--- config.mk ---
export PLATFORM = sky130hd
export DESIGN_NAME = meteor_spawner
export DESIGN_NICKNAME = d
export VERILOG_FILES = /design/src/rtl/game_pkg.sv /design/src/rtl/meteor_step.sv /design/src/rtl/meteor_spawner.sv
export SDC_FILE = /design/constraint.sdc
export NUM_CORES = 1
export LEC_CHECK = 0
export CELL_PAD_IN_SITES_DETAIL_PLACEMENT = 0
export CELL_PAD_IN_SITES_GLOBAL_PLACEMENT = 1
export CORE_ASPECT_RATIO = 0.5
export CORE_MARGIN = 2
export CORE_UTILIZATION = 30
export DETAILED_ROUTE_END_ITERATION = 10
export PLACE_DENSITY_LB_ADDON = 0.2
export SETUP_SLACK_MARGIN = 0.3
export SLEW_MARGIN = 30
export SYNTH_ARGS = -nofsm -noshare
export SYNTH_HDL_FRONTEND = slang
export SYNTH_SLANG_ARGS = --single-unit
--- constraint.sdc ---
create_clock -name Clk -period 4.7 [get_ports Clk]
set_input_delay 0.47 -clock Clk [delete_from_list [all_inputs] [get_ports Clk]]
set_output_delay 0.47 -clock Clk [all_outputs]
set_load 0.02 [all_outputs]
--- src/rtl/game_pkg.sv ---
// Shared game definitions: screen bounds, slot record and spawner FSM states.
package game_pkg;

  localparam int unsigned X_MAX = 640;
  localparam int unsigned Y_MAX = 480;
  localparam int unsigned POS_W = 10;
  localparam int unsigned SPD_W = 4;

  typedef enum logic [1:0] {
    IDLE  = 2'd0,
    MOVE  = 2'd1,
    SPAWN = 2'd2
  } state_e;

  typedef struct packed {
    logic             alive;
    logic [POS_W-1:0] x;
    logic [POS_W-1:0] y;
    logic [SPD_W-1:0] x_speed;
    logic [SPD_W-1:0] y_speed;
  } slot_t;

endpackage

--- src/rtl/meteor_step.sv ---
// Next-position and screen-bounds evaluation for one meteor slot (combinational).
module meteor_step
  import game_pkg::*;
#(
  parameter int unsigned X_MAX = game_pkg::X_MAX,
  parameter int unsigned Y_MAX = game_pkg::Y_MAX
) (
  input  slot_t i_slot,
  output slot_t o_slot_c
);

  localparam int unsigned EXT_W = POS_W + 1;

  logic [EXT_W-1:0] w_x_next;
  logic [EXT_W-1:0] w_y_next;
  logic             w_out;

  // A negative x shows up as the extra top bit being set.
  always_comb begin
    w_x_next = {1'b0, i_slot.x}
             + {{(EXT_W - SPD_W){i_slot.x_speed[SPD_W-1]}}, i_slot.x_speed};
    w_y_next = {1'b0, i_slot.y} + EXT_W'(i_slot.y_speed);
    w_out    = w_x_next[EXT_W-1]
            || (32'(w_x_next) >= X_MAX)
            || (32'(w_y_next) >= Y_MAX);

    o_slot_c = i_slot;
    if (i_slot.alive) begin
      if (w_out) begin
        o_slot_c.alive = 1'b0;
      end else begin
        o_slot_c.x = w_x_next[POS_W-1:0];
        o_slot_c.y = w_y_next[POS_W-1:0];
      end
    end
  end

endmodule

--- src/rtl/meteor_spawner.sv ---
// Meteor slot manager: per-frame movement pass over all slots, then at most one spawn
// into the lowest free slot, gated by a frame cooldown; kills clear slots at any time.
module meteor_spawner
  import game_pkg::*;
#(
  parameter int unsigned OBJ_NUM        = 4,
  parameter int unsigned SPAWN_INTERVAL = 30,
  parameter int unsigned X_MAX          = game_pkg::X_MAX,
  parameter int unsigned Y_MAX          = game_pkg::Y_MAX
) (
  input  logic                          Clk,
  input  logic                          Reset,
  input  logic                          frame_clk_rising,
  input  logic [POS_W-1:0]              new_obj_x,
  input  logic [SPD_W-1:0]              new_x_speed,
  input  logic [SPD_W-1:0]              new_y_speed,
  input  logic [OBJ_NUM-1:0]            kill,
  output logic [OBJ_NUM-1:0]            obj_alive,
  output logic [OBJ_NUM-1:0][POS_W-1:0] obj_x,
  output logic [OBJ_NUM-1:0][POS_W-1:0] obj_y,
  output logic                          busy,
  output logic [7:0]                    spawn_total
);

  localparam int unsigned IDX_W = (OBJ_NUM > 1) ? $clog2(OBJ_NUM) : 1;
  localparam int unsigned CD_W  = $clog2(SPAWN_INTERVAL + 1);
  localparam logic [CD_W-1:0]  CD_LOAD  = CD_W'(SPAWN_INTERVAL - 1);
  localparam logic [IDX_W-1:0] IDX_LAST = IDX_W'(OBJ_NUM - 1);

  state_e            r_state;
  logic [IDX_W-1:0]  r_idx;
  slot_t             r_slot [OBJ_NUM];
  logic              r_pending;
  logic              r_busy;
  logic [CD_W-1:0]   r_cooldown;
  logic [7:0]        r_spawn_total;

  slot_t             w_cur;
  slot_t             w_next;
  slot_t             w_spawn_slot;
  logic [IDX_W-1:0]  w_spawn_idx;
  logic              w_spawn_hit;

  // One shared step unit, time-multiplexed across slots during MOVE.
  assign w_cur = r_slot[r_idx];

  meteor_step #(
    .X_MAX (X_MAX),
    .Y_MAX (Y_MAX)
  ) u_step (
    .i_slot   (w_cur),
    .o_slot_c (w_next)
  );

  // Lowest-index slot that is dead and not being killed this cycle.
  always_comb begin
    w_spawn_hit = 1'b0;
    w_spawn_idx = '0;
    for (int i = int'(OBJ_NUM) - 1; i >= 0; i--) begin
      if (!r_slot[i].alive && !kill[i]) begin
        w_spawn_hit = 1'b1;
        w_spawn_idx = IDX_W'(i);
      end
    end
  end

  always_comb begin
    w_spawn_slot         = '0;
    w_spawn_slot.alive   = 1'b1;
    w_spawn_slot.x       = (32'(new_obj_x) >= X_MAX) ? POS_W'(X_MAX - 1) : new_obj_x;
    w_spawn_slot.x_speed = new_x_speed;
    w_spawn_slot.y_speed = (new_y_speed == '0) ? SPD_W'(1) : new_y_speed;
  end

  always_ff @(posedge Clk or posedge Reset) begin
    if (Reset) begin
      r_state       <= IDLE;
      r_idx         <= '0;
      r_pending     <= 1'b0;
      r_busy        <= 1'b0;
      r_cooldown    <= CD_LOAD;
      r_spawn_total <= '0;
      for (int i = 0; i < int'(OBJ_NUM); i++) begin
        r_slot[i] <= '0;
      end
    end else begin
      case (r_state)
        IDLE: begin
          if (frame_clk_rising || r_pending) begin
            r_state   <= MOVE;
            r_busy    <= 1'b1;
            r_pending <= 1'b0;
            r_idx     <= '0;
          end
        end

        MOVE: begin
          if (frame_clk_rising) begin
            r_pending <= 1'b1;
          end
          if (!kill[r_idx]) begin
            r_slot[r_idx] <= w_next;
          end
          if (r_idx == IDX_LAST) begin
            r_state <= SPAWN;
          end else begin
            r_idx <= r_idx + IDX_W'(1);
          end
        end

        SPAWN: begin
          if (frame_clk_rising) begin
            r_pending <= 1'b1;
          end
          r_state <= IDLE;
          r_busy  <= 1'b0;
          // With every slot occupied the cooldown stays at zero so the next frame retries.
          if (r_cooldown == '0) begin
            if (w_spawn_hit) begin
              r_slot[w_spawn_idx] <= w_spawn_slot;
              r_cooldown          <= CD_LOAD;
              r_spawn_total       <= r_spawn_total + 8'd1;
            end
          end else begin
            r_cooldown <= r_cooldown - CD_W'(1);
          end
        end

        default: begin
          r_state <= IDLE;
          r_busy  <= 1'b0;
        end
      endcase

      // Kill wins over any move or spawn write to the same slot.
      for (int i = 0; i < int'(OBJ_NUM); i++) begin
        if (kill[i]) begin
          r_slot[i].alive <= 1'b0;
        end
      end
    end
  end

  always_comb begin
    obj_alive = '0;
    obj_x     = '0;
    obj_y     = '0;
    for (int i = 0; i < int'(OBJ_NUM); i++) begin
      obj_alive[i] = r_slot[i].alive;
      obj_x[i]     = r_slot[i].x;
      obj_y[i]     = r_slot[i].y;
    end
  end

  assign busy        = r_busy;
  assign spawn_total = r_spawn_total;

endmodule
Yosys cells after proc, flatten, opt, wreduce, memory -nomap -nowiden
Cells that the tools add are included.
{"block": "classes", "n_eq_ne": 23, "mux": 45, "n_addsub": 5, "bitwise": 3, "n_reduce_logical": 39, "order_cmp": 8}
{"operator": "116-bit 2-to-1 mux", "n": 3}
{"operator": "116-bit bitwise mux", "n": 2}
{"operator": "116-bit one-hot mux with 2 select lines", "n": 1}
{"operator": "29-bit demux with 2-bit select", "n": 2}
{"operator": "29-bit 2-to-1 mux", "n": 4}
{"operator": "29-bit binary-select mux with 2-bit select", "n": 1}
{"operator": "3-bit != test, second input constant", "n": 12}
{"operator": "21-bit 2-to-1 mux", "n": 1}
{"operator": "20-bit 2-to-1 mux", "n": 1}
{"operator": "4-bit AND reduction", "n": 5}
{"operator": "2-bit 2-to-1 mux", "n": 8}
{"operator": "2-bit != test, second input constant", "n": 7}
{"operator": "1-bit 2-to-1 mux", "n": 13}
{"operator": "3-bit nonzero test", "n": 4}
{"operator": "10-bit by 11-bit adder with 11-bit output", "n": 1}
{"operator": "10-bit by 4-bit adder with 11-bit output", "n": 1}
{"operator": "11-bit by 10-bit >= comparator with 1-bit output, second input constant", "n": 1}
{"operator": "11-bit by 9-bit >= comparator with 1-bit output, second input constant", "n": 1}
{"operator": "10-bit >= comparator, second input constant", "n": 1}
{"operator": "10-bit 2-to-1 mux", "n": 1}
{"operator": "5-bit 2-to-1 mux", "n": 2}
{"operator": "3-bit AND reduction", "n": 3}
{"operator": "8-bit by 1-bit adder with 8-bit output, second input constant", "n": 1}
{"operator": "1-bit logical NOT", "n": 8}
{"operator": "22 further kinds", "n": 39}
{"block": "word_totals", "output_inout_bits": 93, "register_bits": 135, "inputBits": 25, "wordCells": 149}

Depth between registers and ports, before layout
Gate-level depths: netlist of the first run.
{"block": "depth", "ltp_word": 16, "depth_mapped": 17}

Hierarchy
Synthesis of the first run repeated with hierarchy kept, for this count alone.
{"block": "hier_totals", "cells_unflattened": 830, "hier_area_um2": 9054.9}
{"mod": "meteor_spawner", "cells_per_inst": 707, "seq_area_each_um2": 3383.2, "instances": 1, "area_per_inst_um2": 7975.1}
{"mod": "meteor_step", "cells_per_inst": 123, "seq_area_each_um2": 0.0, "instances": 1, "area_per_inst_um2": 1079.8}

Least setup slack after synthesis of the first run
Ideal clock, no wire load.
{"block": "synth_path", "kind": "register -> register", "from": "register r_idx[0]", "to": "register r_slot, in the netlist obj_x[13]", "slack_ns": 0.227, "arrival_ns": 4.347, "synth_period_minus_slack_ns": 4.473, "required_time_ns": 4.574, "setup_ns": 0.126, "n_path_buf": 4, "stages_incl_launch_ff": 17, "path_cell_list": "dfrtp_1 > buf_6 > buf_2 > buf_1 > mux4_2 > ha_1 > inv_1 > fa_1 > nor2b_1 > o2111ai_1 > a21boi_0 > o2111a_1 > nor4_1 > buf_2 > nor2_1 > mux2_2 > a221o_1"}
{"block": "synth_between", "elab_chain_len": 13, "word_cells_on_any_way": 24, "classes_between": "2 x add/sub; 4 x order compare; 1 x eq/ne; 12 x mux; 1 x bitwise; 4 x reduce/logical"}
{"element": "from (decl)", "line": "meteor_spawner.sv:31", "rtl": "logic [IDX_W-1:0] r_idx;"}
{"element": "from (signal assigned)", "line": "meteor_spawner.sv:107", "rtl": "r_idx <= r_idx + IDX_W'(1);"}
{"element": "2-bit NOT with 3-bit output (not written as such)", "line": "meteor_spawner.sv:45, meteor_spawner.sv:102"}
{"element": "29-bit binary-select mux with 2-bit select", "line": "meteor_spawner.sv:45", "rtl": "assign w_cur = r_slot[r_idx];"}
{"element": "29-bit 2-to-1 mux (not written as such) (2 in a row)", "line": "meteor_spawner.sv:45"}
{"element": "10-bit by 11-bit adder with 11-bit output", "line": "meteor_step.sv:21", "rtl": "+ {{(EXT_W - SPD_W){i_slot.x_speed[SPD_W-1]}}, i_slot.x_speed};"}
{"element": "11-bit by 10-bit >= comparator with 1-bit output", "line": "meteor_step.sv:24", "rtl": "|| (32'(w_x_next) >= X_MAX)"}
{"element": "1-bit logical OR", "line": "meteor_step.sv:24"}
{"element": "1-bit logical OR", "line": "meteor_step.sv:25", "rtl": "|| (32'(w_y_next) >= Y_MAX);"}
{"element": "20-bit 2-to-1 mux", "line": "meteor_step.sv:29", "rtl": "if (w_out) begin"}
{"element": "21-bit 2-to-1 mux", "line": "meteor_step.sv:28", "rtl": "if (i_slot.alive) begin"}
{"element": "116-bit bitwise mux", "line": "meteor_spawner.sv:102", "rtl": "r_slot[r_idx] <= w_next;"}
{"element": "116-bit 2-to-1 mux", "line": "meteor_spawner.sv:101", "rtl": "if (!kill[r_idx]) begin"}
{"element": "116-bit one-hot mux with 2 select lines", "line": "meteor_spawner.sv:87", "rtl": "case (r_state)"}
{"element": "to (signal, indexed assignment)", "line": "meteor_spawner.sv:102"}
{"element": "to (signal, indexed assignment)", "line": "meteor_spawner.sv:120", "rtl": "r_slot[w_spawn_idx] <= w_spawn_slot;"}
{"element": "to (decl)", "line": "meteor_spawner.sv:32", "rtl": "slot_t r_slot [OBJ_NUM];"}
Parallel ways exist; a longest one is shown, timed or not. The select of a mux whose other input is x is not followed.
A chain may end at the register's enable or synchronous reset.

Worst setup path in the final report of the first run
{"block": "layout_path", "from": "register r_idx[0]", "to": "register r_slot, in the netlist obj_x[23]"}
The elaborated chain is that of the path after synthesis.

==> results.json, run 1 <==
{
  "design_area_um2": 10180,
  "ys_seq_area_frac": 0.4070,
  "p_per_area_nw_per_um2": 532.0,
  "grt_overflow": 0,
  "period_minus_slack_ps": 4155,
  "synth_top_family_by_area": "compound AO/OA/AOI/OAI gates",
  "finalWorstSetupSlack_ps": 544.9,
  "internal_power_mw": 3.262,
  "track_usage": 0.1969,
  "grt_max_degree": 109,
  "std_cell_rows": 43,
  "htree_num_levels": 4,
  "synthCells": 856,
  "root_buffer": "clkbuf_16",
  "dr.first_iter.drc_count": 602,
  "worstSetupPathType": "reg2reg",
  "met3_length_um": 1358,
  "start_util": 0.3023,
  "status": "complete, no violations",
  "worstMarginPinSlew_ps": 955.0,
  "switching_share": 0.3974,
  "yosys.area_share.simple": 0.1261,
  "fmax_mhz": 240.7,
  "hpwl_um": 19180,
  "wirelength_met1_um": 13510,
  "antenna_found_initial": 0,
  "setup_viol": 0,
  "synth_warnings": 0,
  "yosys-mux-area-fraction": 0.09408,
  "synth_ff_type": "dfrtp_1",
  "drc_errors": 0,
  "relSlewSlack": 0.3627,
  "port-buffer-count": 117,
  "layout_common_cells": "dfrtp_1, clkdlybuf4s50_1, o21ai_0",
  "cts.clk_slew.worst_paths_ps": 60,
  "layout-drive-gt1-share": 0.1433,
  "grt_pass1_vias": 6918,
  "period_share": 0.8841,
  "firstDrtPassIters": 5,
  "cts_tree": "built",
  "p_total_mw": 5.414,
  "dp_slack_ps": 109.5,
  "fin_nets": 951,
  "fp.coreArea_um2": 27490,
  "synth_compound_gate_area_share": 0.2002,
  "avgViaCountPerCell": 5.360,
  "cts_hold_buf": 0,
  "worstPathMaxFanout": 8,
  "die_area_um2": 29130,
  "grt_pass1_wl_um": 42490,
  "power.leakage_nw": 4.066,
  "critPathLaunchType": "register",
  "p_seq_frac": 0.290,
  "drv_cap": 0,
  "pwr-share-comb": 0.429,
  "vias": 6946,
  "syn_area_um2": 8312,
  "syn_avg_cell_area_um2": 9.710,
  "final_util": 0.3701,
  "syn_nets": 906,
  "fillers": 2735,
  "final_cells": 1296,
  "cp.required_ps": 5020,
  "dp.cells": 1258,
  "p_clk_frac": 0.281,
  "die_height_um": 121.7,
  "clk_path_buf_depth": 2,
  "skew_ps": 10.54,
  "worstSetupEndpointType": "register",
  "hold_viol": 0,
  "holdWs_ps": 476.9,
  "cp_data_arrival_time_ps": 4480,
  "synth_edf_count": 0,
  "async_flop_share": 1.000,
  "totalWireLength_um": 27670,
  "finalMaxSlewViolations": 0,
  "clock_latency_ps": 450,
  "final_antenna_net_count": 0,
  "wl_per_cell_um": 21.35,
  "ios": 118,
  "rsz0062_at_grt": "false",
  "dpl-instance-area_um2": 9414,
  "num_antenna_cells": 0,
  "wl_met2_um": 12360,
  "syn2layout_area_growth_pct": 22.43,
  "numCtsBuffers": 17,
  "top_layer": "met4",
  "synth_fa_ha_area_frac": 0.03944,
  "routabilityCongestion": 0.8343,
  "net-switching-power_mw": 2.151,
  "synthXorXnorAreaFrac": 0.02213,
  "yosysUniqueCellTypes": 59,
  "hold_path_class": "reg2reg",
  "cts.sinks": 135,
  "die_w_um": 239.4,
  "layout_commonest_cell": "dfrtp_1",
  "finalSetupTns_ps": 0,
  "vdd_drop_max_mv": 0.2547,
  "ys_ff_latch": 135
}
[final cells by class]
type                       instances  area (um^2)  area share
clock buffer                      20        466.7     0.04586
clock inverter                    12        197.7     0.01943
inverter                          20        82.58    0.008115
multi-input combinational        567         4058      0.3987
sequential                       135         3388      0.3330
tap                              382        478.0     0.04697
timing repair buffer             160         1505      0.1479
[critical path: stages (launching register included)]
cell and delay [ps]:
dfrtp_4 530, buf_4 250, mux4_2 630, ha_1 330
a211oi_1 300, o21ai_0 190, o22a_1 300, o2111a_1 200
nor4_4 370, nor2_1 90, buf_4 180, mux2_2 320
a221o_1 340
[metal layers]
layer / up-vias / track usage
met5: - / 0
met4: 0 / 0.05391
met3: 36 / 0.04169
met2: 218 / 0.3012
met1: 3535 / 0.2822
li1: 3157 / -
[logic make-up after synthesis]
group,after synthesis
buffers and inverters,154
multiplexers,41
flip-flops,135
adder cells (fa/ha/maj),25
XOR/XNOR,21
AO/OA/AOI/OAI,253
AND/OR/NAND/NOR,227
[synthesized netlist by cell type, types with 5 or more instances]
cell type,number,share of area
ha_1,23,0.035
nand2_1,91,0.041
a22o_1,8,0.0084
a211oi_1,11,0.0099
buf_2,11,0.0066
inv_1,20,0.0090
a21o_1,10,0.0090
o22a_1,6,0.0063
dfrtp_1,131,0.39
o21ai_0,103,0.062
nor2b_1,11,0.0083
nand3_1,8,0.0048
mux4_2,29,0.079
o21a_1,6,0.0054
nor4_1,5,0.0038
xnor2_1,15,0.016
a32oi_1,20,0.021
buf_4,84,0.076
nor3_1,52,0.031
a21oi_1,39,0.023
nor2_1,35,0.016
a221o_1,26,0.031
nand2b_1,6,0.0045
mux2i_1,5,0.0060
clkbuf_1,33,0.015
xor2_1,6,0.0063
mux2_2,7,0.0095
[sequential cells by signal, summed over array words and instances (netlist names)]
signal / cells
spawn_total: 8
obj_x: 40
r_slot: 32
obj_y: 40
r_cooldown: 5
obj_alive: 4
r_state: 2
r_idx: 2
busy: 1
r_pending: 1
[power groups by stage]
stage	Clock [mW]	Combinational (mW)	Sequential (mW)
CTS	1.55	2.28	1.58
detailed placement	0	2.22	1.61
global route	1.61	2.50	1.59
global placement	0	2.21	1.62
floorplan	0	1.53	1.52
finish	1.52	2.32	1.57
[what timing repair did]
item | 4_1_cts | 5_1_grt
setup buffers | 3 | 2
resized for setup | 3 | 6
endpoints found under the setup margin | 62 | 74
[worst paths after layout]
check	to	cells after the start	slack (ps)	from
worst min register to register	spawn_total[7]	1	480	spawn_total[7]
worst max-delay path	obj_x[23]	12	540	r_idx[0]
worst max register to register	obj_x[23]	12	540	r_idx[0]
worst min-delay path	spawn_total[7]	1	480	spawn_total[7]
min in group asynchronous	spawn_total[7]	2	510	Reset
max in group asynchronous	obj_x[29]	3	3140	Reset
Power figures use the tool's default switching activity.
==> run 2: changes to the inputs <==
Settings changed: CORE_MARGIN 2 to 5, CTS_CLUSTER_DIAMETER from default to 30, PLACE_DENSITY from default to 0.59, PLACE_DENSITY_LB_ADDON 0.2 to default.
==> run 2 against run 1 <==
Effect of this change: hold slack lost 2.1 ps; register-to-register slack lost 70 ps; cell count shrank 0.54%; sequential share of layout area rose by 0.31 points; clock-buffer cell count rose by 1; utilization shrank 0.35 points; maximum frequency shrank 1.7%; worst setup slack lost 70 ps; die area rose by 7.6%; sequential power is essentially flat; highest routed layer unchanged; critical path depth unchanged; power decreased by 2.7%.
==> results.json, run 2 (synthesis results as in run 1) <==
{
  "status": "complete, no violations",
  "routabilityCongestion": 0.8802,
  "period_minus_slack_ps": 4225,
  "num_antenna_cells": 0,
  "slowest_stage": "mux4_2",
  "multi_input_area_um2": 4051,
  "cp_common_cell": "o21ai_0",
  "worstSetupPathType": "reg2reg",
  "power.leakage_nw": 4.012,
  "finalMaxSlewViolations": 0,
  "clk_path_buf_depth": 2,
  "drv_cap": 0,
  "min_from": "spawn_total[7]",
  "die_w_um": 245.4,
  "avgViaCountPerCell": 5.360,
  "die_area_um2": 31340,
  "start_util": 0.3023,
  "wl_per_cell_um": 21.42,
  "net-switching-power_mw": 2.139,
  "hold_viol": 0,
  "min_to": "spawn_total[7]",
  "grt_overflow": 0,
  "firstDrtPassIters": 5,
  "dr.first_iter.drc_count": 475,
  "cts.clk_slew.worst_paths_ps": 60,
  "totalWireLength_um": 27610,
  "die_height_um": 127.7,
  "numCtsBuffers": 17,
  "ff2ff_path_depth": 12,
  "switching_share": 0.4062,
  "worstSetupEndpointType": "register",
  "cts_hold_buf": 0,
  "p_total_mw": 5.266,
  "worstMarginPinSlew_ps": 1008,
  "cp_data_arrival_time_ps": 4530,
  "fp.coreArea_um2": 27490,
  "path_buf_inv": 2,
  "crit_family": "compound AO/OA/AOI/OAI gates",
  "cts_tree": "built",
  "std_cell_rows": 43,
  "port-buffer-count": 117,
  "clock_latency_ps": 450,
  "final_antenna_net_count": 0,
  "ios": 118,
  "fillers": 2716,
  "root_buffer": "clkbuf_16",
  "vdd_drop_max_mv": 0.2839,
  "cp_cell_sequence": "buf_12 > mux4_2 > ha_1 > a211oi_1 > o21ai_0 > o22a_1 > o2111a_1 > nor4_4 > or2_1 > buf_6 > mux2i_2 > o21ai_0",
  "fmax_mhz": 236.7,
  "syn2layout_area_growth_pct": 21.26,
  "seq_area_um2": 3387,
  "grt_max_degree": 86,
  "layout_commonest_cell": "dfrtp_1",
  "layout-drive-gt1-share": 0.1323,
  "relSlewSlack": 0.3280,
  "skew_ps": 10.03,
  "grt_pass1_vias": 6919,
  "p_per_area_nw_per_um2": 522.5,
  "r2r-end": "obj_y[30]",
  "pwr-share-comb": 0.438,
  "p_seq_frac": 0.298,
  "internal_power_mw": 3.127,
  "p_clk_frac": 0.263,
  "vias": 6909,
  "fin_nets": 944,
  "hold_depth": 1,
  "htree_num_levels": 4,
  "setup_viol": 0,
  "layout_common_cells": "dfrtp_1, clkdlybuf4s50_1, o21ai_0",
  "rsz0062_at_grt": "true",
  "critPathLaunchType": "register",
  "worstPathMaxFanout": 13,
  "period_share": 0.8990,
  "r2r_start": "r_idx[0]",
  "hpwl_um": 19090,
  "drc_errors": 0,
  "reg2reg_slack_ps": 470,
  "hold_path_class": "reg2reg",
  "grt_pass1_wl_um": 42630,
  "cts.sinks": 135,
  "finalSetupTns_ps": 0,
  "antenna_found_initial": 0,
  "worst_path_largest_cell_delay_ps": 630,
  "cp.required_ps": 5000,
  "track_usage": 0.1781
}
[run 2: changes by cell type in the layout (fill, tap and decap cells not counted), moves of 2 or more]
cell / delta
clkbuf_8: -2
buf_12: +3
clkinv_4: +3
bufinv_16: -2
buf_4: -9
clkbuf_1: +3
[run 2: layout make-up]
class	count	area share
clock inverters	11	0.01502
multi-input cells	567	0.4020
flip-flops and latches	135	0.3361
inverters	20	0.007697
well taps	382	0.04742
repair buffers	153	0.1471
clock buffers	21	0.04469
[run 2: worst max-delay path by stage]
stage	cells past startpoint	to	start	slack, ps
5_1_grt	12	obj_y[30]	r_idx[0]	240
4_1_cts	12	obj_y[30]	r_idx[0]	350
3_3_place_gp	11	obj_x[26]	r_idx[0]	220
3_5_place_dp	12	obj_y[30]	r_idx[0]	2
2_1_floorplan	16	obj_x[13]	r_idx[1]	310
6_report	12	obj_y[30]	r_idx[0]	470
[run 2: per-stage QoR]
| step | hold WS, ps | cells | utilization | setup slack (ps) | area, um^2 |
|---|---|---|---|---|---|
| floorplan | 444.6 | 856 | - | 314.2 | 8313 |
| global placement | 458.4 | 1253 | 0.3417 | 220.0 | 9395 |
| detailed placement | 462.1 | 1253 | 0.3421 | 2.315 | 9407 |
| CTS | 478.6 | 1289 | 0.3654 | 353.9 | 10050 |
| global route | 506.7 | 1289 | 0.3666 | 239.3 | 10080 |
| finish | 474.8 | 1289 | 0.3666 | 474.5 | 10080 |
[run 2: worst register-to-register path, cell delays in order, from the launching register on]
cell	delay [ps]
dfrtp_4	530
buf_12	190
mux4_2	630
ha_1	340
a211oi_1	340
o21ai_0	190
o22a_1	280
o2111a_1	190
nor4_4	390
or2_1	300
buf_6	240
mux2i_2	320
o21ai_0	130
[run 2: power by group through the flow]
stage	sequential [mW]	combinational (mW)	clock [mW]
after global placement	1.60	2.22	0
after floorplan	1.52	1.53	0
after global routing	1.59	2.50	1.46
after CTS	1.57	2.29	1.41
after detailed placement	1.60	2.23	0
final	1.57	2.31	1.39
[run 2: what timing repair did]
| item | in CTS | in global routing |
|---|---|---|
| setup buffers | 4 | 0 |
| setup endpoints to repair | 62 | 37 |
| gates resized for setup | 2 | 7 |
| pin swaps | 0 | 0 |
[run 2: routing by layer]
metal  track usage  wire length, um  up-vias
met2        0.2820            12820      180
met1        0.2457            12900     3524
met5             0                0        -
met3       0.03354             1159       51
li1              -                -     3154
met4       0.06654              726        0
==> run 3: changes to the inputs <==
Settings changed: CORE_UTILIZATION 30 to 39, PLACE_DENSITY 0.59 to 0.75.
==> run 3 against run 2 <==
Effect of this change: first-iteration DRC count increased by 20%; hold slack worse by 0.85 ps; routed wire length decreased by 7.7%; power up 1.1%; clock power increased by 11%; worst setup slack better by 160 ps; sequential share of layout area grew 0.29 points; non-clock buffer count rose by 1; via count increased by 0.49%; critical endpoint is now obj_x[14].
==> results.json, run 3 (synthesis results as in run 1) <==
{
  "grt_pass1_wl_um": 40130,
  "die_w_um": 216.5,
  "worstSetupEndpointType": "register",
  "die_height_um": 113.2,
  "drv_cap": 0,
  "cts.sinks": 135,
  "grt_max_degree": 72,
  "rsz0062_at_grt": "false",
  "finalMaxSlewViolations": 0,
  "critPathLaunchType": "register",
  "setup_viol": 0,
  "port-buffer-count": 117,
  "worstSetupPathType": "reg2reg",
  "std_cell_rows": 37,
  "period_minus_slack_ps": 4065,
  "power.leakage_nw": 4.056,
  "start_util": 0.4008,
  "ios": 118,
  "vdd_drop_max_mv": 0.2828,
  "status": "complete, no violations",
  "wl_per_cell_um": 21.58,
  "final_cells": 1181,
  "hpwl_um": 18040,
  "cp.required_ps": 4990,
  "fin_nets": 945,
  "layout_commonest_cell": "dfrtp_1",
  "layout-drive-gt1-share": 0.1366,
  "totalWireLength_um": 25480,
  "antenna_found_initial": 0,
  "p_per_area_nw_per_um2": 533.1,
  "worstPathMaxFanout": 22,
  "cts_hold_buf": 0,
  "dp.cells": 1141,
  "period_share": 0.8648,
  "syn2layout_area_growth_pct": 20.14,
  "grt_pass1_vias": 6977,
  "hold_viol": 0,
  "dr.first_iter.drc_count": 569,
  "root_buffer": "clkbuf_16",
  "fp.coreArea_um2": 20740,
  "fmax_mhz": 246.0,
  "htree_num_levels": 4,
  "avgViaCountPerCell": 5.879,
  "finalSetupTns_ps": 0,
  "drc_errors": 0,
  "clock_latency_ps": 430,
  "cts_tree": "built",
  "worstMarginPinSlew_ps": 988.8,
  "relSlewSlack": 0.3408,
  "num_antenna_cells": 0,
  "final_antenna_net_count": 0,
  "track_usage": 0.2088,
  "skew_ps": 21.74,
  "firstDrtPassIters": 5,
  "die_area_um2": 24510,
  "clk_path_buf_depth": 2,
  "cts.clk_slew.worst_paths_ps": 60,
  "cp_data_arrival_time_ps": 4360,
  "numCtsBuffers": 17,
  "hold_path_class": "reg2reg",
  "grt_overflow": 0,
  "vias": 6943,
  "layout_common_cells": "dfrtp_1, clkdlybuf4s50_1, o21ai_0",
  "routabilityCongestion": 0.9095
}
-- run 3: cell types whose count changed in the layout (fill, tap and decap cells not counted), moves of 2 or more --
cell        delta
clkinvlp_4     -3
buf_4          +3
bufinv_16      +2
inv_6          +5
clkbuf_1       -3
-- run 3: critical path: stages, from the launching register on --
cell,delay [ps]
dfrtp_2,460
buf_12,230
mux4_2,610
buf_4,190
ha_1,420
and3_1,230
a311oi_1,350
xor2_1,150
nor4_2,340
nor2_1,120
buf_4,180
mux2_2,310
a221o_1,340
-- run 3: routing by layer --
| metal | vias up | GRT usage | part of all wire |
|---|---|---|---|
| li1 | 3156 | - | - |
| met1 | 3480 | 0.2941 | 0.46 |
| met2 | 281 | 0.3173 | 0.45 |
| met3 | 26 | 0.05801 | 0.074 |
| met4 | 0 | 0.06097 | 0.013 |
| met5 | - | 0 | 0 |
-- run 3: path summary, 6_finish.rpt --
check,from,to,slack (ps),cells after the start
max,r_idx[0],obj_x[14],640,12
min,spawn_total[7],spawn_total[7],470,1
max reg2reg,r_idx[0],obj_x[14],640,12
min reg2reg,spawn_total[7],spawn_total[7],470,1
max in group asynchronous,Reset,obj_x[12],3370,3
min in group asynchronous,Reset,r_slot[91],510,2
-- run 3: timing repair --
item,in CTS,in global routing
setup buffers,0,8
endpoints found under the setup margin,0,48
resized for setup,0,5
-- run 3: stage by stage --
step                  util  hold WS (ps)  worst slack, ps  total power, mW  instance area (um^2)
finish              0.4815         474.0            635.4            5.324                  9986
floorplan                -         444.6            314.2            3.050                  8313
global route        0.4815         509.6            372.0            5.593                  9986
detailed placement  0.4449         467.3            411.4            3.727                  9226
global placement    0.4447         458.9            481.3            3.698                  9224
CTS                 0.4771         480.8            399.6            5.268                  9894
-- run 3: area by class of cell --
type	instances	area, um^2
clock buffer	19	452.9
inverter	20	80.08
timing repair buffer	154	1474
multi-input combinational	567	4038
clock inverter	13	215.2
fill	1924	10750
sequential	135	3385
tap	273	341.6
-- run 3: power by group --
part / switching (mW) / internal, mW
sequential: 0.176 / 1.37
combinational: 1.36 / 0.885
clock: 0.557 / 0.978
